### src/rtl/avalon_st_sink.sv
// Avalon-ST sink: show-ahead buffer with a registered-ready accept FSM.
// Define AVALON_ST_SINK_SEQ_CHECK_EN to build the sticky sequence-error checker.
module avalon_st_sink #(
    parameter int DATA_W = 8,
    parameter int DEPTH  = 4
) (
    input  logic              clk,
    input  logic              resetn,
    input  logic              in_valid,
    input  logic [DATA_W-1:0] in_data,
    output logic              in_ready,
    input  logic              en,
    output logic              out_valid,
    output logic [DATA_W-1:0] out_data,
    input  logic              out_ready,
    output logic [15:0]       beat_count,
    output logic              seq_error
);

    localparam int PTR_W = $clog2(DEPTH);
    localparam int CNT_W = PTR_W + 1;
    localparam logic [PTR_W-1:0] PTR_ONE  = PTR_W'(1);
    localparam logic [CNT_W-1:0] CNT_ONE  = CNT_W'(1);
    localparam logic [CNT_W-1:0] CNT_FULL = CNT_W'(DEPTH);

    typedef enum logic [1:0] {INIT, ACCEPT, FULL, HOLD} state_t;

    state_t            r_state;
    state_t            w_state_next;
    logic [DATA_W-1:0] r_mem [DEPTH];
    logic [PTR_W-1:0]  r_wr_ptr;
    logic [PTR_W-1:0]  r_rd_ptr;
    logic [CNT_W-1:0]  r_count;
    logic [CNT_W-1:0]  w_count_next;
    logic [15:0]       r_beat_count;
    logic              w_push;
    logic              w_pop;

    // in_ready decodes straight from the state register, so it never depends on this cycle's inputs.
    assign in_ready   = (r_state == ACCEPT);
    assign out_valid  = (r_count != '0);
    assign out_data   = r_mem[r_rd_ptr];
    assign beat_count = r_beat_count;
    assign w_push     = in_valid & in_ready;
    assign w_pop      = out_valid & out_ready;

    // NOTE: every variable written in an always_comb gets a default first, so no path can infer a latch.
    always_comb begin
        w_count_next = r_count;
        case ({w_push, w_pop})
            2'b10:   w_count_next = r_count + CNT_ONE;
            2'b01:   w_count_next = r_count - CNT_ONE;
            default: w_count_next = r_count;
        endcase
    end

    always_comb begin
        w_state_next = r_state;
        if (!en)
            w_state_next = HOLD;
        else if (w_count_next == CNT_FULL)
            w_state_next = FULL;
        else
            w_state_next = ACCEPT;
    end

    // NOTE: sequential state uses non-blocking assignments so every register samples pre-edge values.
    always_ff @(posedge clk or negedge resetn) begin
        if (!resetn) begin
            r_state      <= INIT;
            r_count      <= '0;
            r_wr_ptr     <= '0;
            r_rd_ptr     <= '0;
            r_beat_count <= '0;
        end else begin
            r_state <= w_state_next;
            r_count <= w_count_next;
            if (w_push) begin
                r_wr_ptr     <= r_wr_ptr + PTR_ONE;
                r_beat_count <= r_beat_count + 16'd1;
            end
            if (w_pop)
                r_rd_ptr <= r_rd_ptr + PTR_ONE;
        end
    end

    // NOTE: storage is deliberately left unreset; validity is tracked by r_count alone.
    always_ff @(posedge clk) begin
        if (w_push)
            r_mem[r_wr_ptr] <= in_data;
    end

`ifdef AVALON_ST_SINK_SEQ_CHECK_EN
    localparam logic [DATA_W-1:0] DATA_ONE = DATA_W'(1);

    logic              r_seen;
    logic [DATA_W-1:0] r_expected;
    logic              r_seq_error;

    always_ff @(posedge clk or negedge resetn) begin
        if (!resetn) begin
            r_seen      <= 1'b0;
            r_expected  <= '0;
            r_seq_error <= 1'b0;
        end else if (w_push) begin
            r_seen     <= 1'b1;
            r_expected <= in_data + DATA_ONE;
            if (r_seen && (in_data != r_expected))
                r_seq_error <= 1'b1;
        end
    end

    assign seq_error = r_seq_error;
`else
    assign seq_error = 1'b0;
`endif

endmodule
### config.mk
export PLATFORM = sky130hd
export DESIGN_NAME = avalon_st_sink
export DESIGN_NICKNAME = d
export VERILOG_FILES = /design/src/rtl/avalon_st_sink.sv
export SDC_FILE = /design/constraint.sdc
export NUM_CORES = 1
export LEC_CHECK = 0
export CAP_MARGIN = 20
export CORE_MARGIN = 2
export CORE_UTILIZATION = 45
export CTS_CLUSTER_DIAMETER = 200
export CTS_CLUSTER_SIZE = 30
export DETAILED_ROUTE_END_ITERATION = 16
export HOLD_SLACK_MARGIN = 0.15
export PLACE_DENSITY = 0.66
export SKIP_CTS_REPAIR_TIMING = 1
export SLEW_MARGIN = 15
export SYNTH_ARGS = -nofsm -noshare
export SYNTH_HDL_FRONTEND = slang
export SYNTH_SLANG_ARGS = --single-unit
### constraint.sdc
create_clock -name clk -period 3 [get_ports clk]
set_input_delay 0.75 -clock clk [delete_from_list [all_inputs] [get_ports clk]]
set_output_delay 0.75 -clock clk [all_outputs]
set_load 0.1 [all_outputs]
==> out/results.tsv <==
metric	value	unit
clk sink count	57	
Worst Setup End Kind	output pin	
pin count of the biggest net entering global routing	26	
CP Max Fanout	10	
XOR/XNOR Fraction of Synth Area	0.07708	
Post-Synth Adder-Cell Area	0.03985	
cts bufs inserted	9	
Synth async-reset ratio	0.4386	
CORE AREA	0.005107	mm^2
dpl cells	259	
diode count	0	
drt via density	4.880	
Critical path origin	r_rd_ptr[0]	
hold crit path type	register to register	
Final Wtd Congestion	0.7660	
post-synthesis cell area	0.002386	mm^2
Placed Area	0.002788	mm^2
gr usage total	0.1536	
# rows	26	
share of layout cells above drive strength 1	0.2683	
initial core utilization	0.4672	
Synth-to-Final Area Change	26.64	%
Max Cap Violations	0	
initial antenna violation count	0	
Skew-Pair Late Insertion Delay	320	ps
CTS tree	yes	
ys flop type	edfxtp_1	
Layout fillers	410	
first drt pass iteration count	4	
skew final	4.555	ps
DRT antenna net count	0	
root buf cell	clkbuf_8	
post-route setup slack	364.9	ps
Finished Cell Area	0.003022	mm^2
Final setup viols	0	
GR Overflow Total	0	
final layout net count	220	
syn nets	172	
Port Buffers	38	
status	finished, final reports clean	
largest family of logic cells by synthesized area	simple AND/OR/NAND/NOR gates	
via count	1342	
WL/cell	14.49	um
pre-CTS setup slack	183.9	ps
setup_tns	0	ps
clock tree buffer depth	2	
DR iter-0 viols	54	
CP Class	register to output pin	
detailed-route DRC error count	0	
post-synthesis simple-gate area fraction	0.1096	
first-pass GRT wire length	6.824	mm
post-route minimum period	2635	ps
EDFF count, synth	32	
Final Slew Violations	0	
Die Y	76.82	um
Setup crit end	out_data[5]	
max_slew headroom	0.5993	
Worst R2R End	r_state[1]	
# IOs	40	
maximum clock rate	0.3795	GHz
final WL	3.986	mm
Yosys reg bits	57	
Die X-Extent	76.82	um
Critical Path AT	1890	ps
Seq/Total Area, Yosys	0.6649	
Mean Syn Cell Area	15.70	um^2
vias in the first global route	1409	
Startpoint Class	register	
Final period util	0.8784	
total die area	0.005901	mm^2
Worst Reg-to-Reg Cells	8	
RSZ-0062 raised after global routing	false	
Post-Synthesis Cells	152	
Synth warnings	0	
Slew @ Worst Pin	601.1	ps
Crit Reg-Reg Startpoint	r_count[0]	
DP Wirelength	2.888	mm
final cell count without fillers	275	
Hold Vio Cnt, Final	0	
library cells used by synthesis	30	
Synth Area in Compound Gates	0.006293	
Clock transition at path regs	60	ps
H-tree levels	3	
FF-to-FF setup slack	690	ps
mux share of post-synthesis cell area	0.07971	
worst path required time	2250	ps
cells by family (layout without fill, tap and decap cells):
| family | Yosys count | after routing |
|---|---|---|
| flip-flops | 57 | 57 |
| AND/OR/NAND/NOR | 44 | 44 |
| XOR/XNOR | 21 | 21 |
| buffers and inverters | 11 | 64 |
| multiplexers | 9 | 9 |
| adder cells (fa/ha/maj) | 7 | 7 |
| AO/OA/AOI/OAI | 2 | 2 |
| other | 1 | 1 |
registers in the layout, indices dropped and copies added, names as in the netlist:
| signal | cells |
|---|---|
| r_state | 2 |
| r_rd_ptr | 2 |
| r_mem | 32 |
| beat_count | 16 |
| r_count | 3 |
| r_wr_ptr | 2 |
cell usage after synthesis (all sizes together), types with 2 or more instances:
library cell / number / area share
edfxtp: 32 / 0.40
dfrtp: 25 / 0.26
xnor2: 15 / 0.055
nand2: 11 / 0.017
nand3: 10 / 0.021
mux4: 8 / 0.076
inv: 7 / 0.011
and2: 6 / 0.016
ha: 6 / 0.031
xor2: 6 / 0.022
nor2: 5 / 0.0079
buf: 4 / 0.010
nor4: 3 / 0.017
nor3: 2 / 0.0042
worst max-delay path, cell delays in order (launching register included):
cell,delay [ps]
dfrtp_1,720
mux4_2,590
buf_4,250
cells in the final DEF, fill, tap and decap left out, types with 5 or more instances in the layout:
master	instances
edfxtp_1	32
buf_4	29
dfrtp_1	25
xnor2_1	15
clkdlybuf4s50_1	12
nand2_1	11
nand3_1	10
clkbuf_8	9
mux4_2	8
inv_1	7
and2_1	6
xor2_1	6
ha_1	6
nor2_1	5
cell type report:
class / count / area, um^2 / area share
sequential: 57 / 1587 / 0.5251
multi-input combinational: 84 / 749.5 / 0.2480
timing repair buffer: 41 / 337.8 / 0.1118
clock buffer: 10 / 127.6 / 0.04224
clock inverter: 6 / 106.4 / 0.03520
tap: 70 / 87.58 / 0.02899
inverter: 7 / 26.28 / 0.008696
how the worst min path moves through the flow:
| stage | from | to | slack (ps) | depth (start not counted) |
|---|---|---|---|---|
| 2_1_floorplan | resetn | beat_count[0] | 450 | 0 |
| 3_3_place_gp | beat_count[15] | beat_count[15] | 460 | 1 |
| 3_5_place_dp | beat_count[15] | beat_count[15] | 470 | 1 |
| 4_1_cts | beat_count[15] | beat_count[15] | 480 | 1 |
| 5_1_grt | beat_count[15] | beat_count[15] | 520 | 1 |
| 6_report | beat_count[15] | beat_count[15] | 480 | 1 |
per-stage QoR:
| stage | utilization | hold slack [ps] |
|---|---|---|
| finish | 0.5916 | 478.0 |
| CTS | 0.5916 | 480.9 |
| detailed placement | 0.5458 | 470.1 |
| global placement | 0.5458 | 464.4 |
| floorplan | - | 454.4 |
| global route | 0.5916 | 522.7 |
per-layer routing:
layer  global-route usage  up-vias  share of wire
li1                     -      633              -
met1               0.1960      663           0.44
met2               0.2430       36           0.49
met3              0.03412       10          0.052
met4              0.08727        0          0.023
met5                    0        -              0
Power is not shown: default switching activity piles up to over one toggle a cycle in this logic, so the estimate is an artifact.
==> RTL edit 1: new RTL, same flow settings <==
Register the output `beat_count` once more; this adds one clock of latency there. The other outputs are not delayed to match.
--- a/src/rtl/avalon_st_sink.sv
+++ b/src/rtl/avalon_st_sink.sv
@@ -41,5 +41,7 @@
     assign out_valid  = (r_count != '0);
     assign out_data   = r_mem[r_rd_ptr];
-    assign beat_count = r_beat_count;
+    always_ff @(posedge clk) begin
+        beat_count <= r_beat_count;
+    end
     assign w_push     = in_valid & in_ready;
     assign w_pop      = out_valid & out_ready;
Function: changed (a bounded check fails within 4 cycles, from zero or initial values and one cycle with resetn low).
==> RTL edit 1 against the original RTL <==
  * Sequential cell count rose by 16
  * Area after synthesis grew 13%
  * First-iteration DRC count grew 63%
  * Cell area increased by 9.4%
  * Core utilization is 2.7 points lower
  * Die area increased by 13%
  * Non-clock buffer count is 1 lower
  * Critical path depth unchanged
  * Routed wire length is 8.0% higher
  * Setup slack lost 24 ps
  * Largest cell class unchanged
==> RTL edit 1: results (changes against the original RTL) <==
- First-pass GRT wire length: 7180 microns (+5.2%)
- Multi-input gate area: 742 sq um (-1.0%)
- GRT met2 Usage: 23.5% (-0.77 points)
- Mux contribution to synthesized area: 7.03% (-0.94 points)
- Vias/cell: 4.92 (+0.83%)
- Inverters excl. clock: 6 (-1)
- Compound-Gate Fraction of Synth Area: 0.555% (-0.074 points)
- Final clock-cell share: 6.32% (-1.4 points)
- Seq. cell area: 0.00191 sq mm (+20%)
- Sequential cell count: 73 (+28%)
- Async S/R FF share, synth: 34.2% (-9.6 points)
- Clk_lat worst skew: 340 ps (+20 ps)
- Vias in the first global route: 1,498 (+6.3%)
- EDFF count, synth: 32 (unchanged)
- Relative slew slack: 60.6% (+0.66 points)
- Synth cell count leaders: edfxtp_1, dfrtp_1, dfxtp_1, xnor2_1
- Placed Instances: 273 (+5.4%)
- Final Power: 3.71 mW
- Fill cell count: 454 (+11%)
- Yosys cell types: 33 (+10%)
- Share of cells above drive strength 1: 26.6% (-0.19 points)
- Nets: 229 (+4.1%)
- Fin cells: 289 (+5.1%)
- Synth top area cells: edfxtp_1, dfrtp_1, dfxtp_1, mux4_2, xnor2_1
- Synthesis Warnings: 0 (unchanged)
- Root Driver: clkbuf_8
- Total track usage: 15.0% (-0.33 points)
- Largest regs: r_mem x32, beat_count x16, r_beat_count x16
- Multi-input gates: 79 (-6.0%)
- Xor and xnor fraction of the mapped netlist area: 7.08% (-0.63 points)
- Clock skew: 6.89 ps (+2.34 ps)
- Arr. time, crit path: 1910 ps (+20 ps)
- GRT met1 Usage: 18.6% (-1.0 points)
- Total Wirelength: 4310 microns (+8.0%)
- Antenna violations before repair: 0 (unchanged)
- Placer Congestion: 0.741 (-3.3%)
- Adder-cell area share of the yosys netlist: 3.52% (-0.47 points)
- DRT iter0 DRCs: 88 (+63%)
- Place WS: 162 ps (-21.4 ps)
- Hpwl dp: 2890 microns (+0.11%)
- Sequential-to-total area share from yosys stat: 70.5% (+4.0 points)
- Syn Nets: 183 (+6.4%)
- Non-clock buffering overhead: 10.0% (-1.2 points)
- Status: finished, final reports clean
- GRT met3 Usage: 4.84% (+1.4 points)
- CTS H-tree depth: 3 (unchanged)
- Non-Clock Buffer Count: 40 (-2.4%)
- Average cell area after synthesis: 16.6 sq um (+5.7%)
- Sequential power share: 37.5%
RTL edit 1: cell types whose count changed in the layout (fill, tap and decap cells not counted), moves of 3 or more:
cell | unedited run | this run
dfxtp_1 | 0 | 16
nand4_1 | 0 | 5
nand3_1 | 10 | 4
nand2_1 | 11 | 8
RTL edit 1: per-stage QoR:
step,instance area [sq um],hold WS (ps)
2_1_floorplan,2700,366
3_3_place_gp,3100,381
3_5_place_dp,3100,389
4_1_cts,3300,407
5_1_grt,3300,426
6_report,3300,405
RTL edit 1: final timing paths:
| path | depth (start not counted) | end | slack [ps] | from |
|---|---|---|---|---|
| min in group asynchronous | 2 | r_beat_count[3] | 770 | resetn |
| worst min-delay path | 0 | beat_count[15] | 410 | r_beat_count[15] |
| max in group asynchronous | 2 | r_beat_count[13] | 1980 | resetn |
| worst max-delay path | 2 | out_data[4] | 340 | r_rd_ptr[0] |
| worst min register to register | 0 | beat_count[15] | 410 | r_beat_count[15] |
| worst max register to register | 8 | r_state[1] | 720 | r_count[2] |
RTL edit 1: worst max-delay path, delay by kind of cell (launching register included):
family,cells,cell delay [ps]
buf+inv,1,250
flops,1,720
mux,1,600
RTL edit 1: per-layer routing:
metal / vias to the layer above / share of wire [%]
met4: 0 / 2.3
met3: 10 / 5.0
met2: 32 / 49
met5: - / 0
li1: 670 / -
met1: 710 / 43
RTL edit 1: cell families (layout without fill, tap and decap cells):
logic type,after synthesis,after routing
mux,9,9
fa+ha+maj,7,7
other cells,1,1
xor+xnor,21,21
flops,73,73
buf+inv,11,62
simple gates,39,39
compound gates,2,2
==> RTL edit 2: new RTL, same settings <==
Made on the original files. `DEPTH`: 4 -> 8.
--- a/src/rtl/avalon_st_sink.sv
+++ b/src/rtl/avalon_st_sink.sv
@@ -3,5 +3,5 @@
 module avalon_st_sink #(
     parameter int DATA_W = 8,
-    parameter int DEPTH  = 4
+    parameter int DEPTH  = 8
 ) (
     input  logic              clk,
Formal check against the unedited RTL: not equivalent (Yosys sat finds a counterexample within 10 cycles, from zero or initial values and one cycle with resetn low).
==> RTL edit 2 against the original RTL <==
  * Critical path depth grew 1
  * Global-route usage down 0.62 points
  * Clock skew grew 9.5 ps
  * Setup slack got worse by 200 ps
  * Core utilization shrank 2.6 points
  * Sequential cell count is 35 higher
  * Area after synthesis is 63% higher
  * Worst hold slack got worse by 2.9 ps
  * Cell area up 55%
  * Routed wire length grew 64%
  * Sequential share of layout area rose by 3.4 points
  * Largest cell class unchanged
  * Highest routed layer unchanged
==> RTL edit 2: results (changes against the original RTL) <==
- First-pass GRT wire length: 10,600 microns (+55%)
- Yosys cell types: 39 (+30%)
- Fill cell count: 668 (+63%)
- Compound-Gate Fraction of Synth Area: 1.19% (+0.56 points)
- Nets: 306 (+39%)
- Sequential-to-total area share from yosys stat: 67.5% (+1.0 points)
- Sequential cell count: 92 (+61%)
- Status: finished, final reports clean
- DRT iter0 DRCs: 40 (-26%)
- Vias/cell: 5.23 (+7.3%)
- Adder-cell area share of the yosys netlist: 2.45% (-1.5 points)
- Inverters excl. clock: 6 (-1)
- Vias in the first global route: 2,075 (+47%)
- Clk_lat worst skew: 350 ps (+30 ps)
- Clock skew: 14.0 ps (+9.48 ps)
- Multi-input gates: 121 (+44%)
- Relative slew slack: 50.1% (-9.8 points)
- Non-Clock Buffer Count: 56 (+37%)
- Share of cells above drive strength 1: 24.1% (-2.8 points)
- Max FFs per register: 64 (+100%)
- 1st-pass router iterations: 5 (+1)
- Total track usage: 14.7% (-0.62 points)
- Async S/R FF share, synth: 30.4% (-13 points)
- Worst stage delay on the critical path: 830 ps (+110 ps)
- GRT met1 Usage: 19.3% (-0.29 points)
- Synth top area cells: edfxtp_1, dfrtp_1, mux4_1, xnor2_1, mux2_2
- Hpwl dp: 4270 microns (+48%)
- Non-clock buffering overhead: 11.7% (+0.55 points)
- Antenna violations before repair: 0 (unchanged)
- EDFF count, synth: 64 (+100%)
- Placed Instances: 380 (+47%)
- CTS clock-pin slew for the worst setup and hold paths: 90 ps (+30 ps)
- Largest net degree at the start of global routing: 29 (+12%)
- Sw Share: 42.6%
- Mux contribution to synthesized area: 13.7% (+5.7 points)
- Arr. time, crit path: 2080 ps (+190 ps)
- Fin cells: 396 (+44%)
- Synth cell count leaders: edfxtp_1, dfrtp_1, mux4_1, nand2_1, xnor2_1
- Xor and xnor fraction of the mapped netlist area: 4.73% (-3.0 points)
- Syn Inst Count: 227 (+49%)
- Routed len/inst: 16.5 microns (+14%)
- Sequential cell area share: 55.9% (+3.4 points)
- GRT met2 Usage: 23.8% (-0.47 points)
- Multi-input gate area: 0.00118 sq mm (+57%)
- Final clock-cell share: 3.97% (-3.8 points)
- Placer Congestion: 0.742 (-3.2%)
- Syn Nets: 247 (+44%)
-- RTL edit 2: per-stage QoR --
stage,worst slack (ps),total power [mW],cell area (sq um)
6_report,168,4.92,4690
2_1_floorplan,99.9,3.49,3880
3_5_place_dp,-65.8,4.21,4510
5_1_grt,56.4,5.15,4690
3_3_place_gp,12.7,4.17,4510
4_1_cts,87.5,4.98,4690
-- RTL edit 2: path summary, 6_finish.rpt --
kind,cells after the start,slack [ps],from,to
max,3,170,r_rd_ptr[1],out_data[1]
min,1,480,beat_count[15],beat_count[15]
max reg2reg,9,230,r_count[0],r_count[3]
min reg2reg,1,480,beat_count[15],beat_count[15]
max in group asynchronous,2,1950,resetn,r_wr_ptr[1]
min in group asynchronous,2,770,resetn,r_count[3]
-- RTL edit 2: metal layers --
layer	share of wire, %	wire (microns)
met1	45	2910
met2	51	3310
met3	4.0	262
met4	0.66	43
met5	0	0
